==> src/rtl/wavegen_sweep_ctrl.sv <==
// wavegen_sweep_ctrl
// Frequency-sweep scheduler that drives the CORDIC waveform generator's
// tuning word. A start pulse launches a sweep from f_start to f_stop in
// steps of f_step. Each word is held for `dwell` clock cycles. Single,
// repeat and ping-pong modes are supported.
//
// Ports:
//   clock, resetn       clock, asynchronous active-low reset
//   start, abort        launch (accepted in IDLE only) / stop (wins over start)
//   f_start, f_stop     first and final frequency word
//   f_step              unsigned step magnitude (0 treated as 1)
//   dwell               cycles each word is held (0 treated as 1)
//   mode                00 single, 01 repeat, 10 ping-pong, 11 single
//   freq                registered tuning word to the generator
//   busy                high while a sweep is running
//   step_tick           pulse in the first cycle of each new freq value
//   done                pulse when a single-mode sweep completes
//
// state | meaning
// IDLE  | waiting for start; freq holds its last value
// RUN   | sweeping; dwell_cnt times each word
module wavegen_sweep_ctrl #(
  parameter int freq_width = 12,
  parameter int DWELL_W    = 16
) (
  input  logic                  clock,
  input  logic                  resetn,
  input  logic                  start,
  input  logic                  abort,
  input  logic [freq_width-1:0] f_start,
  input  logic [freq_width-1:0] f_stop,
  input  logic [freq_width-1:0] f_step,
  input  logic [DWELL_W-1:0]    dwell,
  input  logic [1:0]            mode,
  output logic [freq_width-1:0] freq,
  output logic                  busy,
  output logic                  step_tick,
  output logic                  done
);

  typedef enum logic {IDLE = 1'b0, RUN = 1'b1} state_t;

  state_t                state_q, state_d;
  logic [freq_width-1:0] freq_q, freq_d;
  logic [freq_width-1:0] fstart_q, fstart_d;
  logic [freq_width-1:0] fstop_q, fstop_d;
  logic [freq_width-1:0] step_q, step_d;
  logic [DWELL_W-1:0]    dwell_q, dwell_d;
  logic [DWELL_W-1:0]    dwell_cnt_q, dwell_cnt_d;
  logic [1:0]            mode_q, mode_d;
  logic                  dir_q, dir_d;       // 1 = up
  logic                  busy_q, busy_d;
  logic                  tick_q, tick_d;
  logic                  done_q, done_d;

  // One step toward tgt. The sum/difference is one bit wider so a carry
  // or borrow is visible; either one, or reaching/passing tgt, clamps.
  function automatic logic [freq_width-1:0] step_toward(
    input logic [freq_width-1:0] cur,
    input logic [freq_width-1:0] tgt,
    input logic [freq_width-1:0] stp,
    input logic                  up
  );
    logic [freq_width:0]   nxt;
    logic [freq_width-1:0] res;
    if (up) begin
      nxt = {1'b0, cur} + {1'b0, stp};
      res = (nxt[freq_width] || (nxt[freq_width-1:0] >= tgt)) ? tgt : nxt[freq_width-1:0];
    end else begin
      nxt = {1'b0, cur} - {1'b0, stp};
      res = (nxt[freq_width] || (nxt[freq_width-1:0] <= tgt)) ? tgt : nxt[freq_width-1:0];
    end
    return res;
  endfunction

  always_ff @(posedge clock or negedge resetn) begin
    if (!resetn) begin
      state_q     <= IDLE;
      freq_q      <= '0;
      fstart_q    <= '0;
      fstop_q     <= '0;
      step_q      <= '0;
      dwell_q     <= '0;
      dwell_cnt_q <= '0;
      mode_q      <= '0;
      dir_q       <= 1'b1;
      busy_q      <= 1'b0;
      tick_q      <= 1'b0;
      done_q      <= 1'b0;
    end else begin
      state_q     <= state_d;
      freq_q      <= freq_d;
      fstart_q    <= fstart_d;
      fstop_q     <= fstop_d;
      step_q      <= step_d;
      dwell_q     <= dwell_d;
      dwell_cnt_q <= dwell_cnt_d;
      mode_q      <= mode_d;
      dir_q       <= dir_d;
      busy_q      <= busy_d;
      tick_q      <= tick_d;
      done_q      <= done_d;
    end
  end

  always_comb begin
    state_d     = state_q;
    freq_d      = freq_q;
    fstart_d    = fstart_q;
    fstop_d     = fstop_q;
    step_d      = step_q;
    dwell_d     = dwell_q;
    dwell_cnt_d = dwell_cnt_q;
    mode_d      = mode_q;
    dir_d       = dir_q;
    tick_d      = 1'b0;
    done_d      = 1'b0;

    case (state_q)
      IDLE: begin
        if (abort) begin
          dwell_cnt_d = '0;
        end else if (start) begin
          state_d     = RUN;
          fstart_d    = f_start;
          fstop_d     = f_stop;
          step_d      = (f_step == '0) ? {{(freq_width-1){1'b0}}, 1'b1} : f_step;
          dwell_d     = (dwell == '0) ? {{(DWELL_W-1){1'b0}}, 1'b1} : dwell;
          mode_d      = mode;
          dir_d       = (f_stop >= f_start);
          freq_d      = f_start;
          dwell_cnt_d = '0;
          tick_d      = 1'b1;
        end
      end
      RUN: begin
        if (abort) begin
          state_d     = IDLE;
          dwell_cnt_d = '0;
        end else if (dwell_cnt_q == dwell_q - 1'b1) begin
          dwell_cnt_d = '0;
          if (freq_q != fstop_q) begin
            freq_d = step_toward(freq_q, fstop_q, step_q, dir_q);
            tick_d = 1'b1;
          end else begin
            case (mode_q)
              2'b01: begin
                freq_d = fstart_q;
                tick_d = 1'b1;
              end
              2'b10: begin
                // Reverse the leg: the old start becomes the new target.
                fstart_d = fstop_q;
                fstop_d  = fstart_q;
                dir_d    = ~dir_q;
                freq_d   = step_toward(freq_q, fstart_q, step_q, ~dir_q);
                tick_d   = 1'b1;
              end
              default: begin
                state_d = IDLE;
                done_d  = 1'b1;
              end
            endcase
          end
        end else begin
          dwell_cnt_d = dwell_cnt_q + 1'b1;
        end
      end
      default: state_d = IDLE;
    endcase

    busy_d = (state_d == RUN);
  end

  assign freq      = freq_q;
  assign busy      = busy_q;
  assign step_tick = tick_q;
  assign done      = done_q;

endmodule

==> config.mk <==
export PLATFORM = sky130hd
export DESIGN_NAME = wavegen_sweep_ctrl
export DESIGN_NICKNAME = d
export VERILOG_FILES = /design/src/rtl/wavegen_sweep_ctrl.sv
export SDC_FILE = /design/constraint.sdc
export NUM_CORES = 1
export LEC_CHECK = 0
export BUFFER_PORTS_ARGS = -buffer_cell sky130_fd_sc_hd__buf_2
export CAP_MARGIN = 20
export CORE_ASPECT_RATIO = 2
export CORE_UTILIZATION = 66
export CTS_CLUSTER_DIAMETER = 50
export DETAILED_ROUTE_END_ITERATION = 8
export PLACE_DENSITY = 0.9
export REMOVE_ABC_BUFFERS = 1
export SLEW_MARGIN = 40
export SYNTH_ARGS = -nofsm -noshare
export SYNTH_HDL_FRONTEND = slang
export SYNTH_SLANG_ARGS = --single-unit
==> constraint.sdc <==
create_clock -name clock -period 9.3 [get_ports clock]
set_input_delay 1.395 -clock clock [delete_from_list [all_inputs] [get_ports clock]]
set_output_delay 1.395 -clock clock [all_outputs]
set_load 0.02 [all_outputs]
Word level (Yosys, flattened, before mapping)
Cells that the tools add are included.

word-level totals
  input port bits = 58
  logic and storage cells = 99
  bits in registers = 86

operators by class
  bitwise operators = 3
  reduce and logical (&&, ||, !) cells = 10
  order comparisons = 5
  multiplexer cells = 54
  eq/ne operators = 12
  add/sub/neg operators = 4

operators with widths
  kind                                                                     count
  12-bit two-way mux                                                       22
  12-bit case mux with 2 select lines                                      4
  16-bit two-way mux                                                       5
  12-bit greater-or-equal comparator                                       3
  16-bit case mux with 2 select lines                                      1
  12-bit less-or-equal comparator                                          2
  1-bit two-way mux                                                        19
  16-bit by 1-bit adder with 16-bit output, second input constant          1
  16-bit equality test                                                     1
  16-bit zero test                                                         1
  16-bit by 1-bit subtractor with 16-bit output, second input constant     1
  12-bit by 12-bit adder with 13-bit output                                1
  12-bit by 12-bit subtractor with 13-bit output                           1
  12-bit zero test                                                         1
  12-bit inequality test                                                   1
  2-bit inequality test, second input constant                             4
  1-bit case mux with 2 select lines                                       3
  6-bit AND reduction                                                      1
  5-bit AND reduction                                                      1
  1-bit logical OR                                                         4
  2-bit by 1-bit inequality test with 1-bit output, second input constant  2
  4-bit by 1-bit inequality test with 1-bit output, second input constant  1
  3-bit inequality test, second input constant                             1
  1-bit inverter                                                           3
  other kinds (4)                                                          4

Logic depth before layout (Yosys ltp)
  depth in word-level cells = 10
  gate-level depth with buffers = 22
  gate-level depth less buffers = 20

Least setup slack after synthesis
No wires, ideal clock.

  path kind = reg2reg
  start = reg freq_q[2] (netlist: freq[2])
  end = reg freq_q[2] (netlist: freq[2])
  period minus slack after synthesis = 4659 ps
  stages on the path, launching flop included = 18
  setup time = 135 ps
  path buffers = 2
  arrival time = 4524 ps
  data required time = 9165 ps
  path slack = 4641 ps
  cells stage by stage = dfrtp_1 > ha_1 > clkbuf_1 > nor3_1 > o21a_1 > nor3_1 > or3_1 > o311ai_0 > ha_1 > a21o_1 > a21oi_1 > nor3b_1 > o31ai_1 > a22oi_1 > buf_1 > o21ai_0 > a2111oi_0 > o31ai_1

on the way
  word-level cells in the longest chain between the ends = 10
  elaborated cells between the ends (all ways) = 24
  classes of those cells = add/sub (2); order compare (4); eq/ne (2); mux (11); reduce/logical (5)

ends and longest elaborated chain
  what                                                                                                                RTL line  text
  from (decl)                                                                                                         44        logic [freq_width-1:0] freq_q, freq_d;
  from (signal assigned)                                                                                              92        freq_q <= freq_d;
  12-bit by 12-bit adder with 13-bit output / 12-bit by 12-bit subtractor with 13-bit output (equally long branches)  67, 70
  12-bit greater-or-equal comparator / 12-bit less-or-equal comparator (equally long branches)                        68, 71
  1-bit logical OR, on equally long branches                                                                          68, 71
  12-bit two-way mux, on equally long branches                                                                        68, 71
  12-bit two-way mux                                                                                                  66        if (up) begin
  12-bit case mux with 2 select lines                                                                                 146       case (mode_q)
  12-bit two-way mux                                                                                                  142       if (freq_q != fstop_q) begin
  12-bit two-way mux                                                                                                  140       end else if (dwell_cnt_q == dwell_q - 1'b1) begin
  12-bit two-way mux                                                                                                  137       if (abort) begin
  12-bit case mux with 2 select lines                                                                                 119       case (state_q)

Several ways; a longest one is shown, not always the timed one. The select of a mux whose other input is x is not followed.
A chain may end at the register's enable or synchronous reset.

Worst setup path after layout
  start = reg freq_q[0] (netlist: freq[0])
  end = reg freq_q[0] (netlist: freq[0])

Same word-level chain as after synthesis.

==> impl_metrics.json <==
{
  "outcome": "finished, violations left",
  "violations": "DRC",
  "period_needed_ns": 5.64,
  "synth-xor-area-share_pct": 5.42,
  "rows": 55,
  "nNetsFinal": 1105,
  "synthTopCellsByCount": "ha_1 (87), dfrtp_1 (85), nand2_1 (78)",
  "design_power_total_mw": 3.00,
  "syn_inst": 911,
  "synth.top_cells.by_area": "dfrtp_1 (27%), ha_1 (14%), mux2i_1 (5.2%)",
  "synth_top_family_by_area": "compound AO/OA/AOI/OAI gates",
  "path_clk_slew_ns": 0.06,
  "antenna_found_initial": 0,
  "clkLatencyLatePin_ns": 0.36,
  "fin_skew_ns": 0.0120,
  "antenna_cells": 0,
  "r2r_setup_slack_ns": 3.66,
  "maxCapViolCount": 0,
  "synth_top_area_share_pct": 27.4,
  "ant_nets": 0,
  "totalWireLength_microns": 26200,
  "r2r_start": "freq[0]",
  "synthesis.area_sq_um": 7760,
  "ys.flop_type": "dfrtp_1",
  "yosys.area.top_type": "dfrtp_1",
  "synth.most_common_cell": "ha_1",
  "hp-class": "reg2reg",
  "reg2reg_to": "freq[0]",
  "p_leak_nw": 4.01,
  "start_util_pct": 68.3,
  "required_ns": 9.48,
  "grt_pass1_wl_microns": 40600,
  "slowest_delay_ns": 0.62,
  "drive_gt1_share_pct": 13.7,
  "drt-initial-drc-count": 861,
  "cp.arrival_ns": 5.83,
  "die-area_sq_um": 12200,
  "crit_family": "compound AO/OA/AOI/OAI gates",
  "yosys_warnings": 0,
  "async_flop_share_pct": 100,
  "gp_congestion": 1.01,
  "critPathLaunchType": "flop",
  "yosysUniqueCellTypes": 69,
  "drv_slew": 0,
  "setup_violations": 0,
  "reg2regPathDepth": 20,
  "ys_seq_area_share_pct": 27.8,
  "multi_input_area_sq_um": 5210,
  "worst_pin_slew_ns": 0.887,
  "ctsHoldBuffers": 0,
  "synthSimpleGateAreaFrac_pct": 18.2,
  "grt_max_degree": 59,
  "htree_levels": 3,
  "ir_worst_vdd_v": 0.000328,
  "rsz0062_at_grt": "no",
  "regArea_sq_um": 2160,
  "crit_buf_inv": 2,
  "syn_area_per_cell_sq_um": 8.52,
  "crit_end": "freq[0]",
  "cts-resized-gates": 0,
  "cts_sinks": 86,
  "syn_to_final_growth_pct": 10.5,
  "fp.dieH_microns": 155,
  "min_from": "mode_q[1]",
  "fin_util_pct": 75.5,
  "cts_root_buffer": "clkbuf_16",
  "crit_fanout": 18,
  "finalHoldViolations": 0,
  "fmax_mhz": 177,
  "dp_hpwl_microns": 19300,
  "crit_chain": "inv_1 > ha_1 > inv_1 > fa_1 > a211oi_1 > o21ai_0 > a41oi_1 > o21bai_1 > a21oi_1 > xnor2_1 > ha_1 > nand4_1 > or2_2 > a21o_1 > o211a_1 > or3_1 > mux2i_1 > nor3_1 > a211o_1 > a31oi_1",
  "synth_edf_count": 0,
  "port_buffers": 72,
  "cp.depth": 20,
  "synth.ff_latch_count": 86,
  "wl_per_cell_microns": 23.7,
  "synthAdderAreaFrac_pct": 14.5,
  "vias": 7736,
  "track_usage_pct": 44.9,
  "holdWs_ns": 0.528,
  "drt_first_pass_iters": 9,
  "die_width_microns": 78.7,
  "tritoncts": "done",
  "gr-total-overflow": 0,
  "synth_mux_area_share_pct": 7.63,
  "tns_ns": 0,
  "drcViolationCount": 1,
  "slowest_stage": "or3_1",
  "cts_buffer_depth": 2,
  "critPathLaunch": "freq[0]",
  "grt_pass1_vias": 7809,
  "crit_path_end_kind": "flop",
  "viasPerCell": 7.00,
  "core_sq_um": 11400,
  "setup.worst_path.class": "reg2reg",
  "post-route-period-util_pct": 60.7,
  "ios": 73,
  "synth_compound_area_share_pct": 21.0,
  "worst_slack_ns": 3.66,
  "p_per_area_nw_per_um2": 350,
  "post_cts.repair.setup_buffers": 0,
  "numCtsBuffers": 9,
  "max_slew_margin_pct": 40.1,
  "fillCellCount": 868,
  "dp_slack_ns": 3.83
}
[report_power, final]
| group | total, mW | switching [mW] | internal (mW) |
|---|---|---|---|
| clock | 0.422 | 0.176 | 0.246 |
| sequential | 0.584 | 0.136 | 0.448 |
| combinational | 1.99 | 1.21 | 0.786 |
[final cells by class]
type                            count  area share, %
Inverter                           65           2.85
Tap cell                          142           2.07
Clock buffer                       10           2.79
Multi-Input combinational cell    714           60.8
Timing Repair Buffer               82           5.31
Sequential cell                    86           25.2
Clock inverter                      6           1.08
[metal layers]
layer  routed length (microns)  track usage, %  part of all wire [%]
met2                     13100            76.5                    50
met5                         0               0                     0
met3                      1900            10.6                   7.3
met1                      8160            41.5                    31
met4                      3050            46.6                    12
[stage by stage]
stage | cell area [sq um] | instances
final | 8580 | 1105
after global routing | 8580 | 1105
after CTS | 8540 | 1104
after detailed placement | 8210 | 1088
after global placement | 8180 | 1085
after floorplan | 7580 | 865
[logic make-up (layout without fill, tap and decap cells)]
family	count (synthesis)	in the layout
and+or+nand+nor	276	276
AOI/OAI and AO/OA	244	244
buffers and inverters	111	163
adders and majority gates	89	89
DFF	86	86
muxes	57	57
xor gates and xnor gates	48	48
[cells in the final DEF (no fill, tap or decap), drive strengths merged, types with 18 or more instances in the layout]
master	count
ha	87
dfrtp	85
buf	82
nand2	78
inv	67
o21ai	59
nor2	49
a21oi	44
mux2i	40
a31oi	26
nor3	25
xnor2	24
xor2	24
or3	23
a21o	19
and3	18
[state kept, by name, indices dropped and copies added, names as in the netlist]
name         cells
fstop_q         12
freq            12
busy             1
fstart_q        12
dir_q            1
step_tick        1
done             1
step_q          12
dwell_cnt_q     16
mode_q           2
dwell_q         16
[how the worst min path moves through the flow]
stage          cells past startpoint  slack, ns          end
2_1_floorplan                      2       0.47  fstart_q[9]
6_report                           1       0.53    mode_q[1]
4_1_cts                            2       0.53  fstart_q[9]
3_3_place_gp                       2       0.51  fstart_q[9]
3_5_place_dp                       2       0.51  fstart_q[9]
5_1_grt                            1       0.56  dwell_q[15]
(Power assumes the default switching activity.)
